--- src/rtl/grey_frame_ctrl.sv ---
// grey_frame_ctrl: frame sequencer in front of the greyscale converter.
// Arms on start, aligns to the next frame start, gates pixel-valid,
// tracks x/y aligned to the converter's registered output, latches the
// grey/colour mode per frame and reports frame completion.
//
// Ports:
//   clk, rst_n          clock, async active-low reset
//   start, cont, stop   control pulses (cont sampled with start)
//   grey_mode_req       requested mode, applied at frame start
//   in_fval/lval/dval   capture stream qualifiers
//   grey_en             combinational pixel-valid to the converter
//   grey_mode           mode latched for the current frame
//   out_dval/x/y        grey_en and coordinates delayed one cycle
//   busy, frame_done    status
//   ovf_err             sticky range-drop flag
//   frame_cnt           completed frames
//
// Optional feature macro: GREY_FRAME_CNT_EN
//   defined   -> frame_cnt counts DONE cycles, wraps, reset only by rst_n
//   undefined -> frame_cnt tied to zero, no counter register
module grey_frame_ctrl #(
    parameter int H_ACTIVE = 640,
    parameter int V_ACTIVE = 480,
    parameter int CW       = 12
) (
    input  logic          clk,
    input  logic          rst_n,
    input  logic          start,
    input  logic          cont,
    input  logic          stop,
    input  logic          grey_mode_req,
    input  logic          in_fval,
    input  logic          in_lval,
    input  logic          in_dval,
    output logic          grey_en,
    output logic          grey_mode,
    output logic          out_dval,
    output logic [CW-1:0] out_x,
    output logic [CW-1:0] out_y,
    output logic          busy,
    output logic          frame_done,
    output logic          ovf_err,
    output logic [15:0]   frame_cnt
);

    localparam logic [CW-1:0] X_LIM = CW'(H_ACTIVE);
    localparam logic [CW-1:0] Y_LIM = CW'(V_ACTIVE);
    localparam logic [CW-1:0] C_MAX = '1;

    typedef enum logic [1:0] {
        IDLE   = 2'd0,
        ARM    = 2'd1,
        ACTIVE = 2'd2,
        DONE   = 2'd3
    } state_t;

    state_t state;
    state_t state_nx;

    logic          fval_d;
    logic          lval_d;
    logic          cont_r;
    logic          stop_pending;
    logic          line_has_dval;
    logic [CW-1:0] x;
    logic [CW-1:0] y;

    logic fval_rise;
    logic fval_fall;
    logic lval_fall;
    logic pix;
    logic in_act;
    logic in_range;
    logic arm_go;
    logic start_ok;

    assign fval_rise = in_fval & ~fval_d;
    assign fval_fall = ~in_fval & fval_d;
    assign lval_fall = ~in_lval & lval_d;
    assign pix       = in_dval & in_lval;
    assign in_act    = (state == ACTIVE);
    assign in_range  = (x < X_LIM) && (y < Y_LIM);
    assign start_ok  = (state == IDLE) & start;

    // Frame start is taken only on a true rise seen while armed, so a
    // frame already in flight at arm time is skipped entirely.
    assign arm_go = (state == ARM) & ~stop & fval_rise;

    assign grey_en    = in_act & in_fval & pix & in_range;
    assign busy       = (state != IDLE);
    assign frame_done = (state == DONE);

    always_ff @(posedge clk or negedge rst_n) begin
        if (!rst_n) begin
            state <= IDLE;
        end else begin
            state <= state_nx;
        end
    end

    always_comb begin
        state_nx = state;
        unique case (state)
            IDLE: begin
                if (start) begin
                    state_nx = ARM;
                end
            end
            ARM: begin
                if (stop) begin
                    state_nx = IDLE;
                end else if (fval_rise) begin
                    state_nx = ACTIVE;
                end
            end
            ACTIVE: begin
                if (fval_fall) begin
                    state_nx = DONE;
                end
            end
            DONE: begin
                if (cont_r & ~stop_pending & ~stop) begin
                    state_nx = ARM;
                end else begin
                    state_nx = IDLE;
                end
            end
            default: begin
                state_nx = IDLE;
            end
        endcase
    end

    always_ff @(posedge clk or negedge rst_n) begin
        if (!rst_n) begin
            fval_d <= 1'b0;
            lval_d <= 1'b0;
        end else begin
            fval_d <= in_fval;
            lval_d <= in_lval;
        end
    end

    // Run control: continuous flag and deferred stop.
    always_ff @(posedge clk or negedge rst_n) begin
        if (!rst_n) begin
            cont_r       <= 1'b0;
            stop_pending <= 1'b0;
        end else if (start_ok) begin
            cont_r       <= cont;
            stop_pending <= 1'b0;
        end else if (stop && (state == ACTIVE || state == DONE)) begin
            stop_pending <= 1'b1;
        end
    end

    always_ff @(posedge clk or negedge rst_n) begin
        if (!rst_n) begin
            ovf_err <= 1'b0;
        end else if (start_ok) begin
            ovf_err <= 1'b0;
        end else if (in_act & in_fval & pix & ~in_range) begin
            ovf_err <= 1'b1;
        end
    end

    always_ff @(posedge clk or negedge rst_n) begin
        if (!rst_n) begin
            grey_mode <= 1'b0;
        end else if (arm_go) begin
            grey_mode <= grey_mode_req;
        end
    end

    // x counts every accepted-or-dropped pixel and restarts per line.
    always_ff @(posedge clk or negedge rst_n) begin
        if (!rst_n) begin
            x <= '0;
        end else if (arm_go || lval_fall) begin
            x <= '0;
        end else if (in_act && pix && x != C_MAX) begin
            x <= x + 1'b1;
        end
    end

    // Empty lines (lval without any dval) do not advance y.
    always_ff @(posedge clk or negedge rst_n) begin
        if (!rst_n) begin
            line_has_dval <= 1'b0;
        end else if (arm_go || lval_fall) begin
            line_has_dval <= 1'b0;
        end else if (in_act && pix) begin
            line_has_dval <= 1'b1;
        end
    end

    always_ff @(posedge clk or negedge rst_n) begin
        if (!rst_n) begin
            y <= '0;
        end else if (arm_go) begin
            y <= '0;
        end else if (in_act && lval_fall && line_has_dval && y != C_MAX) begin
            y <= y + 1'b1;
        end
    end

    // One-cycle output stage aligned with the converter's register.
    always_ff @(posedge clk or negedge rst_n) begin
        if (!rst_n) begin
            out_dval <= 1'b0;
            out_x    <= '0;
            out_y    <= '0;
        end else begin
            out_dval <= grey_en;
            if (grey_en) begin
                out_x <= x;
                out_y <= y;
            end
        end
    end

`ifdef GREY_FRAME_CNT_EN
    logic [15:0] frame_cnt_r;

    always_ff @(posedge clk or negedge rst_n) begin
        if (!rst_n) begin
            frame_cnt_r <= 16'h0000;
        end else if (state == DONE) begin
            frame_cnt_r <= frame_cnt_r + 16'h0001;
        end
    end

    assign frame_cnt = frame_cnt_r;
`else
    assign frame_cnt = 16'h0000;
`endif

endmodule
--- config.mk ---
export PLATFORM = sky130hd
export DESIGN_NAME = grey_frame_ctrl
export DESIGN_NICKNAME = d
export VERILOG_FILES = /design/src/rtl/grey_frame_ctrl.sv
export SDC_FILE = /design/constraint.sdc
export NUM_CORES = 1
export LEC_CHECK = 0
export CORE_MARGIN = 8
export CORE_UTILIZATION = 51
export CTS_CLUSTER_DIAMETER = 50
export DETAILED_ROUTE_END_ITERATION = 8
export GPL_ROUTABILITY_DRIVEN = 0
export GPL_TIMING_DRIVEN = 0
export MAX_ROUTING_LAYER = met4
export PLACE_DENSITY = 0.79
export SLEW_MARGIN = 20
export SYNTH_ARGS = -nofsm -noshare
export SYNTH_HDL_FRONTEND = slang
export SYNTH_SLANG_ARGS = --single-unit
--- constraint.sdc ---
create_clock -name clk -period 2.05 [get_ports clk]
set_input_delay 0.41 -clock clk [delete_from_list [all_inputs] [get_ports clk]]
set_output_delay 0.41 -clock clk [all_outputs]
set_load 0.05 [all_outputs]
==> reports/metrics.yaml <==
yosys:
  yosysTopAreaCellShare: 0.518
  syn_area_mm2: 0.00280
  synth_top_area_cell: "dfrtp_1"
  syn_area_per_cell_um2: 10.9
  synth_seq_area_share: 0.518
  yosys-top-cells-area: "dfrtp_1, mux2_2, buf_4, nand2_1, nand3_1"
  yosys_warnings: 0
  synth_flop_cell: "dfrtp_1"
  ys_ff_latch: 58
  synth_cell_type_count: 48
  async_flop_share: 1.00
  synth_edf_count: 0
  syn-instance-count: 258
worst_setup_path:
  reg2reg_slack_ns: 0.09
  critical-path-max-stage-delay_ns: 0.46
  cp.required_ns: 1.64
  cp_data_arrival_time_ns: 1.66
  r2r_cells: 6
  reg2reg_from: "x[1]"
  worstReg2RegEnd: "x[10]"
  crit_slowest_cell: "dfrtp_2"
  crit_fanout: 9
  cp_common_cell: "buf_8"
  critPathLaunchType: "register"
  crit_type: "reg2out"
  cp_cell_sequence: "and4b_2 -> nand2_1 -> nor2_4 -> buf_8 -> buf_8"
  end_kind: "output pin"
  cp_num_buf_inv: 2
  cp_top_family: "simple AND/OR/NAND/NOR gates"
layout:
  fin_cells: 409
  antenna_cells: 0
  final_common_cell: "dfrtp_1"
  final_core_util: 0.673
  final_cell_mix: "dfrtp_1, clkdlybuf4s50_1, buf_4"
  drive_above_1_share: 0.243
  nFillCells: 447
  areaGrowthSynthToFinish_pct: 29.9
  fin_nets: 343
die:
  dieWidth_um: 90.1
  fp.dieArea_mm2: 0.00812
  ioPinCount: 55
  initial_core_util: 0.518
  rows: 27
  die_h_um: 90.1
  core_mm2: 0.00541
timing:
  setup_viol: 1
  rsz0062_at_grt: "yes"
  setup_slack_ns: -0.0198
  finalCritPeriodShare: 1.01
  finClkSkew_ns: 0.00582
  setup_tns_ns: -0.0198
  worst_slew_pin_slew_ns: 0.702
  slew-limit-headroom: 0.532
  fmax_mhz: 483
  timing.final.max_slew_violations: 0
  hold_violations: 0
  fin_crit_ns: 2.07
flow_run:
  drv_cap: 0
clock_network:
  numClockSinks: 58
  cts_tree: "done"
  cts.path.max_buffers: 2
  cts_buffers: 9
  clk_pin_slew_ns: 0.06
  cts_max_level: 3
  clk_root_buffer_cell: "clkbuf_8"
  clkLatencyLatePin_ns: 0.33
  holdBufCountCts: 0
place:
  place_hpwl_um: 4110
  dp_worst_setup_slack_ns: -1.31
  port_buffers: 38
  place_inst: 383
global_routing:
  antenna_found_initial: 0
  grt_use_total: 0.154
  grt_max_degree: 59
  grt_remaining_overflow: 0
  grt_pass1_wl_um: 10100
  grt_pass1_vias: 2161
detailed_routing:
  via_per_inst: 5.38
  drtIter0Drc: 128
  via_count: 2201
  wl_um: 5890
  drt-pass1-iter-count: 4
  routedWlPerCell_um: 14.4
  detail-route-antenna-nets: 0
  drc: 0
power:
  pwr_density_cell_mw_per_mm2: 731
  peakVddDrop_v: 0.000651
  p_leak_nw: 1.76
  total_power_mw: 2.66
min_path:
  hold_class: "in2async"
run_status:
  status: "complete, but fails checks"
  violations: "setup timing"
## synthesized netlist by cell type, drive strengths merged (2+ instances only)
cell,instances
o211ai,2
or4,5
and4,2
or2,3
ha,2
o41ai,3
and2,3
nand2b,3
and3,6
nor4,2
nor3,10
nand4b,3
o31ai,5
inv,4
nand3,15
nor2b,8
nor2,8
a21oi,10
clkbuf,4
dfrtp,58
buf,22
mux2,21
o21ai,4
or3,2
nand4,7
a21o,2
nand2,22
a211o,5
mux2i,4
a31oi,2
## logic make-up after synthesis
family	count (synthesis)	synth area share
AND/OR/NAND/NOR	101	0.201
XOR/XNOR	1	0.00313
other	1	0.00134
multiplexers	25	0.0987
flip-flops	58	0.518
buffers and inverters	30	0.0643
adder cells (fa/ha/maj)	2	0.00893
AO/OA/AOI/OAI	40	0.104
## metrics by stage
step	hold WS [ns]	instance area [um^2]
floorplan	0.114	2860
global placement	0.460	3330
detailed placement	0.476	3330
CTS	0.142	3530
global route	0.176	3640
finish	0.123	3640
## layout make-up
type                       instances  area [um^2]  area share
multi-input combinational        185         1260       0.347
tap                               72         90.1      0.0248
inverter                           4         15.0     0.00413
sequential                        58         1450       0.399
clock buffer                      14          173      0.0474
clock inverter                     2         10.0     0.00275
buffer                            25          176      0.0485
timing repair buffer              49          462       0.127
## layer usage
| layer | share of wire | wire, um | GRT usage | up-vias |
|---|---|---|---|---|
| met2 | 0.48 | 2820 | 0.231 | 60 |
| met4 | 0.021 | 121 | 0.0818 | 0 |
| li1 | - | - | - | 1075 |
| met3 | 0.061 | 360 | 0.0549 | 14 |
| met5 | 0 | 0 | - | - |
| met1 | 0.44 | 2590 | 0.177 | 1052 |
## worst max-delay path by stage
| stage | slack (ns) | endpoint | startpoint | depth (start not counted) |
|---|---|---|---|---|
| final | -0.02 | grey_en | state[0] | 5 |
| after global routing | -0.10 | grey_en | y[6] | 5 |
| after CTS | -0.22 | grey_en | in_lval | 6 |
| after detailed placement | -1.31 | grey_en | in_lval | 6 |
| after global placement | -1.25 | grey_en | in_lval | 6 |
| after floorplan | 0.09 | out_x[6] | state[0] | 5 |
## state kept, by name, indices dropped and copies added, names as in the netlist, named ones only
| name | count |
|---|---|
| out_x | 12 |
| lval_d | 1 |
| line_has_dval | 1 |
| out_y | 12 |
| x | 12 |
| out_dval | 1 |
| state | 1 |
| stop_pending | 1 |
| fval_d | 1 |
| grey_mode | 1 |
| ovf_err | 1 |
| cont_r | 1 |
| y | 12 |
## what timing repair did
action | in CTS | in global routing
pin swaps | 1 | 4
resized for setup | 15 | 14
endpoints found under the setup margin | 19 | 10
buffers inserted | 1 | 10
## power breakdown
part / internal, mW / switching, mW / total [mW]
Sequential: 1.20 / 0.0466 / 1.25
Combinational: 0.152 / 0.303 / 0.456
Clock: 0.534 / 0.422 / 0.956
(Power assumes the default switching activity.)
